## config.mk

```make
export PLATFORM = sky130hd
export DESIGN_NAME = ks2_serial_adder
export DESIGN_NICKNAME = d
export VERILOG_FILES = /design/src/rtl/ks2_serial_adder.sv
export SDC_FILE = /design/constraint.sdc
export NUM_CORES = 1
export LEC_CHECK = 0
export CELL_PAD_IN_SITES_DETAIL_PLACEMENT = 0
export CELL_PAD_IN_SITES_GLOBAL_PLACEMENT = 1
export CORE_ASPECT_RATIO = 1.1
export CORE_UTILIZATION = 25
export CTS_BUF_LIST = sky130_fd_sc_hd__clkbuf_4 sky130_fd_sc_hd__clkbuf_8
export DETAILED_ROUTE_END_ITERATION = 7
export HOLD_SLACK_MARGIN = 0.08
export PLACE_DENSITY_LB_ADDON = 0.1
export SLEW_MARGIN = 5
export SYNTH_ARGS = -nofsm -noshare
export SYNTH_HDL_FRONTEND = slang
export SYNTH_SLANG_ARGS = --single-unit
```

## constraint.sdc

```tcl
create_clock -name clk -period 2.07 [get_ports clk]
set_input_delay 0.414 -clock clk [delete_from_list [all_inputs] [get_ports clk]]
set_output_delay 0.414 -clock clk [all_outputs]
set_load 0.1 [all_outputs]
```

## src/rtl/ks2_serial_adder.sv

```systemverilog
// Digit-serial adder: a WIDTH-bit add built from one 2-bit Kogge-Stone cell (ks2_new).
// The cell handles two bits per cycle. The carry and a shift-in result register live between cycles.

module ks2_new (
  input  logic a0,
  input  logic a1,
  input  logic b0,
  input  logic b1,
  input  logic cin,
  output logic sum0,
  output logic sum1,
  output logic cout
);
  logic g0, p0, g1, p1, c1, g10, p10;

  assign g0   = a0 & b0;
  assign p0   = a0 ^ b0;
  assign g1   = a1 & b1;
  assign p1   = a1 ^ b1;
  assign c1   = g0 | (p0 & cin);
  assign sum0 = p0 ^ cin;
  assign sum1 = p1 ^ c1;
  // The group generate/propagate over both bits gives cout directly from cin.
  assign g10  = g1 | (p1 & g0);
  assign p10  = p1 & p0;
  assign cout = g10 | (p10 & cin);
endmodule

module ks2_serial_adder #(
  parameter int WIDTH = 16
) (
  input  logic             clk,
  input  logic             rst,
  input  logic             in_valid,
  output logic             in_ready,
  input  logic [WIDTH-1:0] a,
  input  logic [WIDTH-1:0] b,
  input  logic             cin,
  output logic             out_valid,
  input  logic             out_ready,
  output logic [WIDTH-1:0] sum,
  output logic             cout,
  output logic             busy
);
  // Handshake: a transfer happens on a rising edge where valid and ready are both high.
  // Valid does not wait on ready. The producer holds its data stable while valid is high and ready is low.
  localparam int N  = WIDTH / 2;
  localparam int CW = (N > 1) ? $clog2(N) : 1;
  localparam logic [CW-1:0] LAST = CW'(N - 1);

  typedef enum logic [1:0] {S_IDLE, S_RUN, S_DONE} state_t;

  state_t           state, state_nx;
  logic [WIDTH-1:0] sa, sb, r, r_shift;
  logic             c;
  logic [CW-1:0]    cnt;
  logic             k_sum0, k_sum1, k_cout;

  ks2_new u_cell (
    .a0   (sa[0]),
    .a1   (sa[1]),
    .b0   (sb[0]),
    .b1   (sb[1]),
    .cin  (c),
    .sum0 (k_sum0),
    .sum1 (k_sum1),
    .cout (k_cout)
  );

  // The new digit enters at the top, so after N cycles digit 0 sits at the bottom.
  always_comb begin
    r_shift = r >> 2;
    r_shift[WIDTH-1 -: 2] = {k_sum1, k_sum0};
  end

  always_comb begin
    state_nx = state;
    case (state)
      S_IDLE:  if (in_valid) state_nx = S_RUN;
      S_RUN:   if (cnt == LAST) state_nx = S_DONE;
      S_DONE:  if (out_ready) state_nx = S_IDLE;
      default: state_nx = S_IDLE;
    endcase
  end

  always_ff @(posedge clk) begin
    if (rst) begin
      state <= S_IDLE;
      sa    <= '0;
      sb    <= '0;
      r     <= '0;
      c     <= 1'b0;
      cnt   <= '0;
    end else begin
      state <= state_nx;
      case (state)
        S_IDLE: begin
          if (in_valid) begin
            sa  <= a;
            sb  <= b;
            c   <= cin;
            cnt <= '0;
          end
        end
        S_RUN: begin
          sa  <= sa >> 2;
          sb  <= sb >> 2;
          c   <= k_cout;
          r   <= r_shift;
          cnt <= cnt + CW'(1);
        end
        default: ;
      endcase
    end
  end

  // Results are shown only in DONE. This keeps sum/cout stable across the whole valid window.
  assign in_ready  = (state == S_IDLE) & ~rst;
  assign out_valid = (state == S_DONE);
  assign sum       = out_valid ? r : '0;
  assign cout      = out_valid & c;
  assign busy      = (state != S_IDLE);
endmodule

```

# Word-level counts from Yosys, hierarchy flattened
# Index checks and enable logic that the tools add are counted.
dict set report word_totals {
  regBits 54
  in_bits 37
  out_inout_bits 20
  wordCells 47
}
dict set report op_classes {
  n_addsub 1
  eq_ne 6
  mux 13
  bitwise_logic 16
  reduce_logical 5
}
# cell n
set op_table {}
lappend op_table {{case mux 16 bit (2 select lines)} 2}
lappend op_table {{two-way mux 16 bit} 3}
lappend op_table {{bitwise AND 1 bit} 8}
lappend op_table {{two-way mux 2 bit} 3}
lappend op_table {{case mux 2 bit (3 select lines)} 1}
lappend op_table {{case mux 3 bit (2 select lines)} 1}
lappend op_table {{!= test 2 bit, second input constant} 2}
lappend op_table {{nonzero test 2 bit} 2}
lappend op_table {{bitwise XOR 1 bit} 4}
lappend op_table {{adder 3 x 1 -> 3 bit, second input constant} 1}
lappend op_table {{equality test 3 bit, second input constant} 1}
lappend op_table {{two-way mux 3 bit} 1}
lappend op_table {{OR 1 bit} 3}
lappend op_table {{AND reduction 3 bit} 1}
lappend op_table {{equality test 2 x 1 -> 1 bit, second input constant} 1}
lappend op_table {{equality test 2 bit, second input constant} 1}
lappend op_table {{zero test 2 bit} 1}
lappend op_table {{!= test 2 x 1 -> 1 bit, second input constant} 1}
lappend op_table {{case mux 1 bit (2 select lines)} 1}
lappend op_table {{AND reduction 2 bit} 1}
lappend op_table {{two-way mux 1 bit} 1}
lappend op_table {{NOT 1 bit} 1}

# Logic depth before layout (Yosys ltp)
dict set report depth {
  depth_word 5
  mapped_depth 6
}

# Modules after synthesis
# Synthesis repeated with hierarchy kept, for this count alone.
dict set report hier_totals {
  hier_cells 272
  area_unflattened_um2 2403.6
}
# module instances cells_each area_per_inst_um2 seq_area_each_um2
set modules_own_cells {}
lappend modules_own_cells {ks2_serial_adder 1 261 2321.0 1081.0}
lappend modules_own_cells {ks2_new 1 11 82.6 0.0}

# Worst setup path before layout
# OpenSTA, ideal clock, no wires.
dict set report synth_timing {
  kind {register to output}
  startpoint {register state[1]}
  endpoint {output port cout}
  arrival_ps 2863
  t_required_ps 1656
  setup_slack_ps -1207
  path_stages_with_launch 6
  n_path_buf 3
  path_cell_list {dfxtp_1 buf_4 inv_1 buf_4 buf_4 nor3_1}
}
dict set report synth_between {
  elab_chain_len 2
}
# item line_no
set synth_rtl {}
lappend synth_rtl {{from (decl)} 53} ;# state_t state, state_nx;
lappend synth_rtl {{from (signal assigned)} 95} ;# state <= state_nx;
lappend synth_rtl {{equality test 2 bit} 119} ;# assign out_valid = (state == S_DONE);
lappend synth_rtl {{bitwise AND 1 bit} 121} ;# assign cout = out_valid & c;
lappend synth_rtl {{to (decl)} 42} ;# output logic cout,
# No other way between the ends.

# Worst setup path after layout
dict set report layout_timing {
  startpoint {register state[1]}
  endpoint {output port sum[15]}
}
dict set report layout_between {
  elab_chain_len 2
}
# item line_no
set layout_rtl {}
lappend layout_rtl {{equality test 2 bit} 119}
lappend layout_rtl {{two-way mux 16 bit} 120} ;# assign sum = out_valid ? r : '0;
lappend layout_rtl {{to (decl)} 41} ;# output logic [WIDTH-1:0] sum,
# No other way between the ends.

==> results.md <==
* Antenna diode count at 0
* Crit Path Max Fanout at 12
* First-pass GRT wire length at ~11000 um
* Final Core Density at a little over a third
* Routed vias/inst at 4.69
* Status: finished, violations left
* Worst r2r path cells at 5
* Fin crit period at between 1500 and 2000 ps
* Post-Synth XOR/XNOR Area at less than 1%
* RSZ-0062 raised after global routing: false
* Die height at around 110 um
* Warnings, synthesis at 0
* Starting DRC count in detailed routing at slightly above 100
* Worst setup path startpoint: state[1]$_SDFFE_PP0P_
* Vias in the first global route at 2171
* Setup tns final at 0 ps
* Final WL at ~6500 um
* Crit Path Category: flop to primary output
* Setup crit end kind: primary output
* Final hold vios at 0
* Final Setup Violations at 0
* Initial antenna violation count at 0
* Skew final at between 6 and 7 ps
* Main combinational cell family by area after synthesis: compound AO/OA/AOI/OAI gates
* Total power at 2.26 mW
* Routed len/inst at ~14 um
* Startpoint of the worst hold path: r[0]$_SDFFE_PP0N_
* GRT Util Overall at 12.8%
* Sequential area share after synthesis at 42.5%
* Startpoint Class: flop
* Reg clk slew, reported paths at about 110 ps
* Die Width at slightly below 100 um
* Relative slew margins at a little under three quarters
* Hold path depth at 2
* Number of setup buffers added after CTS at 0
* Worst-Skew Late Latency at approximately 310 ps
* Top Ports at 57
* Largest net degree at the start of global routing at 38
* HP Class: flop to flop
* Worst-Margin Slew at between 400 and 500 ps
* TritonCTS Buffers at 5
* Power Density at approximately 630 nW/um^2
* Worst IR Drop VDD at 0.304 mV
* Inst Count DP at 469
* Die ar. at 10600 um^2
* Cell area after synthesis at around 2500 um^2
* Distinct cell type count after synthesis at 33
* Via count at approximately 2.2k
* Post-route ant nets at 0
* Simple-gate area share of the yosys netlist at a little over a fifth
* Post-Synth Adder-Cell Area at 2.75%
* H-Tree Depth at 2
* Violated checks: design-rule violations
* Nets@finish at 398
* Mux share of post-synthesis cell area at 0%
* CP Data Arrival Time at 1480 ps
* Layout Cells excl Fill at 477
* Initial cell density of the core at between 20 and 30%
* DRC Markers at 4
* CORE AREA at a little under 10000 um^2
* FP Rows at 38
* Seq cells post-synth at 54
* Synth Instances at approximately 310
* F_max at around 0.53 GHz
* Final period utilization at 91.5%
* Longest Clk Path Bufs at 2
* Syn nets at around 350
* Leakage power at approximately 1.3 nW
* TritonRoute pass-1 iters at 6
* CTS tree: done
* WP data required at 1660 ps
* HPWL Detailed at between 4000 and 5000 um
* P&R area growth vs syn at 40.5%
* Mapped Avg Cell Area at roughly 8.3 um^2
* Final count of pins violating max slew at 0
* Max-cap viol count at 0
* Share of layout cells above drive strength 1 at 16.8%
* Compound-gate portion of the synthesized area at between 20% and 30%
* Port buffer count at between 50 and 60
* Clk root buf: clkbuf_8
* FF-to-FF Start: state[0]$_SDFFE_PP0P_
* Gr ovfl total at 0
* Clock Sink Count at between 50 and 60
* RePlAce Congestion at between 0.6 and 0.7
==> final cells by class <==
type | instances | area [um^2]
Tap cell | 120 | 150
Clock inverter | 3 | 45.0
Clock buffer | 5 | 68.8
Fill cell | 1064 | 6310
Timing Repair Buffer | 73 | 908
Multi-Input combinational cell | 216 | 1300
Inverter | 6 | 22.5
Sequential cell | 54 | 1080
==> final timing paths <==
kind / to / slack [ps]
worst max-delay path: sum[15] / 180
worst min-delay path: r[0]$_SDFFE_PP0N_ / 460
worst max register to register: sb[0]$_SDFFE_PP0P_ / 550
worst min register to register: r[0]$_SDFFE_PP0N_ / 460
==> cell usage in the layout, fill, tap and decap left out, drive strengths merged <==
master         count
and3b              3
nand2b             2
and2              16
nor3               1
a21o               1
o2bb2ai           24
a21oi             19
nor2b              4
a2bb2oi            1
o32ai              1
clkdlybuf4s50     35
a221oi             2
ha                 4
xnor2              1
o22ai              4
or3                1
o21ba              1
dfxtp             54
nor2              57
nand2             34
clkinvlp           2
or2                1
o21ai              3
buf               38
inv                6
fa                 1
and2b              1
a22oi              3
bufinv             1
o21bai             1
a211oi            30
clkbuf             5
==> Yosys cell counts <==
| master | count | area, um^2 |
|---|---|---|
| a211oi_1 | 29 | 218 |
| a211oi_2 | 1 | 12.5 |
| a21o_1 | 1 | 7.51 |
| a21oi_1 | 19 | 95.1 |
| a221oi_1 | 2 | 17.5 |
| a22oi_1 | 3 | 22.5 |
| a2bb2oi_1 | 1 | 8.76 |
| and2_1 | 16 | 100 |
| and2b_1 | 1 | 7.51 |
| and3b_1 | 3 | 26.3 |
| buf_2 | 11 | 55.1 |
| buf_4 | 3 | 22.5 |
| buf_6 | 5 | 56.3 |
| clkbuf_1 | 9 | 33.8 |
| clkbuf_2 | 1 | 5.00 |
| dfxtp_1 | 54 | 1080 |
| fa_1 | 1 | 20.0 |
| ha_1 | 4 | 50.1 |
| inv_1 | 6 | 22.5 |
| nand2_1 | 34 | 128 |
| nand2b_1 | 2 | 12.5 |
| nor2_1 | 57 | 214 |
| nor2b_1 | 4 | 25.0 |
| nor3_1 | 1 | 5.00 |
| o21ai_0 | 3 | 15.0 |
| o21ba_1 | 1 | 10.0 |
| o21bai_1 | 1 | 7.51 |
| o22ai_1 | 4 | 25.0 |
| o2bb2ai_1 | 24 | 210 |
| o32ai_1 | 1 | 8.76 |
| or2_2 | 1 | 6.26 |
| or3_1 | 1 | 6.26 |
| xnor2_1 | 1 | 8.76 |
==> per-layer routing <==
layer | up-vias | global-route usage, % | wire, um
met5 | - | 0 | 0
met4 | 0 | 3.52 | 68
met3 | 7 | 2.60 | 193
met2 | 40 | 21.5 | 3030
met1 | 1032 | 16.7 | 3160
li1 | 1160 | - | -
==> timing repair <==
action,4_1_cts,5_1_grt
endpoints found under the setup margin,0,7
hold buffers,0,0
gates resized for setup,0,1
==> critical path, cell delays in order (launching register included) <==
cell,delay (ps)
dfxtp_2,390
nor2b_1,230
buf_4,190
and2_1,180
buf_12,180
==> per-stage QoR <==
step	setup WS, ps	hold WS [ps]	cell area, um^2
after global placement	207	440	3460
after detailed placement	181	448	3460
after global routing	53.6	495	3570
final	176	455	3570
after floorplan	-119	432	2570
after CTS	67.0	463	3570
==> registers in the layout, indices dropped and copies added (netlist names) <==
signal,flops
state,2
sb,16
c,1
cnt,3
r,16
sa,16
==> logic make-up after synthesis <==
kind of cell,Yosys count
fa+ha+maj,5
simple gates,120
flops,54
compound gates,90
xor+xnor,1
buf+inv,35
==> power by group <==
group          total, mW  switching, mW  internal (mW)
sequential          1.14         0.0358           1.10
combinational      0.385          0.197          0.189
clock              0.731          0.371          0.361
Note: power is estimated with default switching activity, not from simulation.
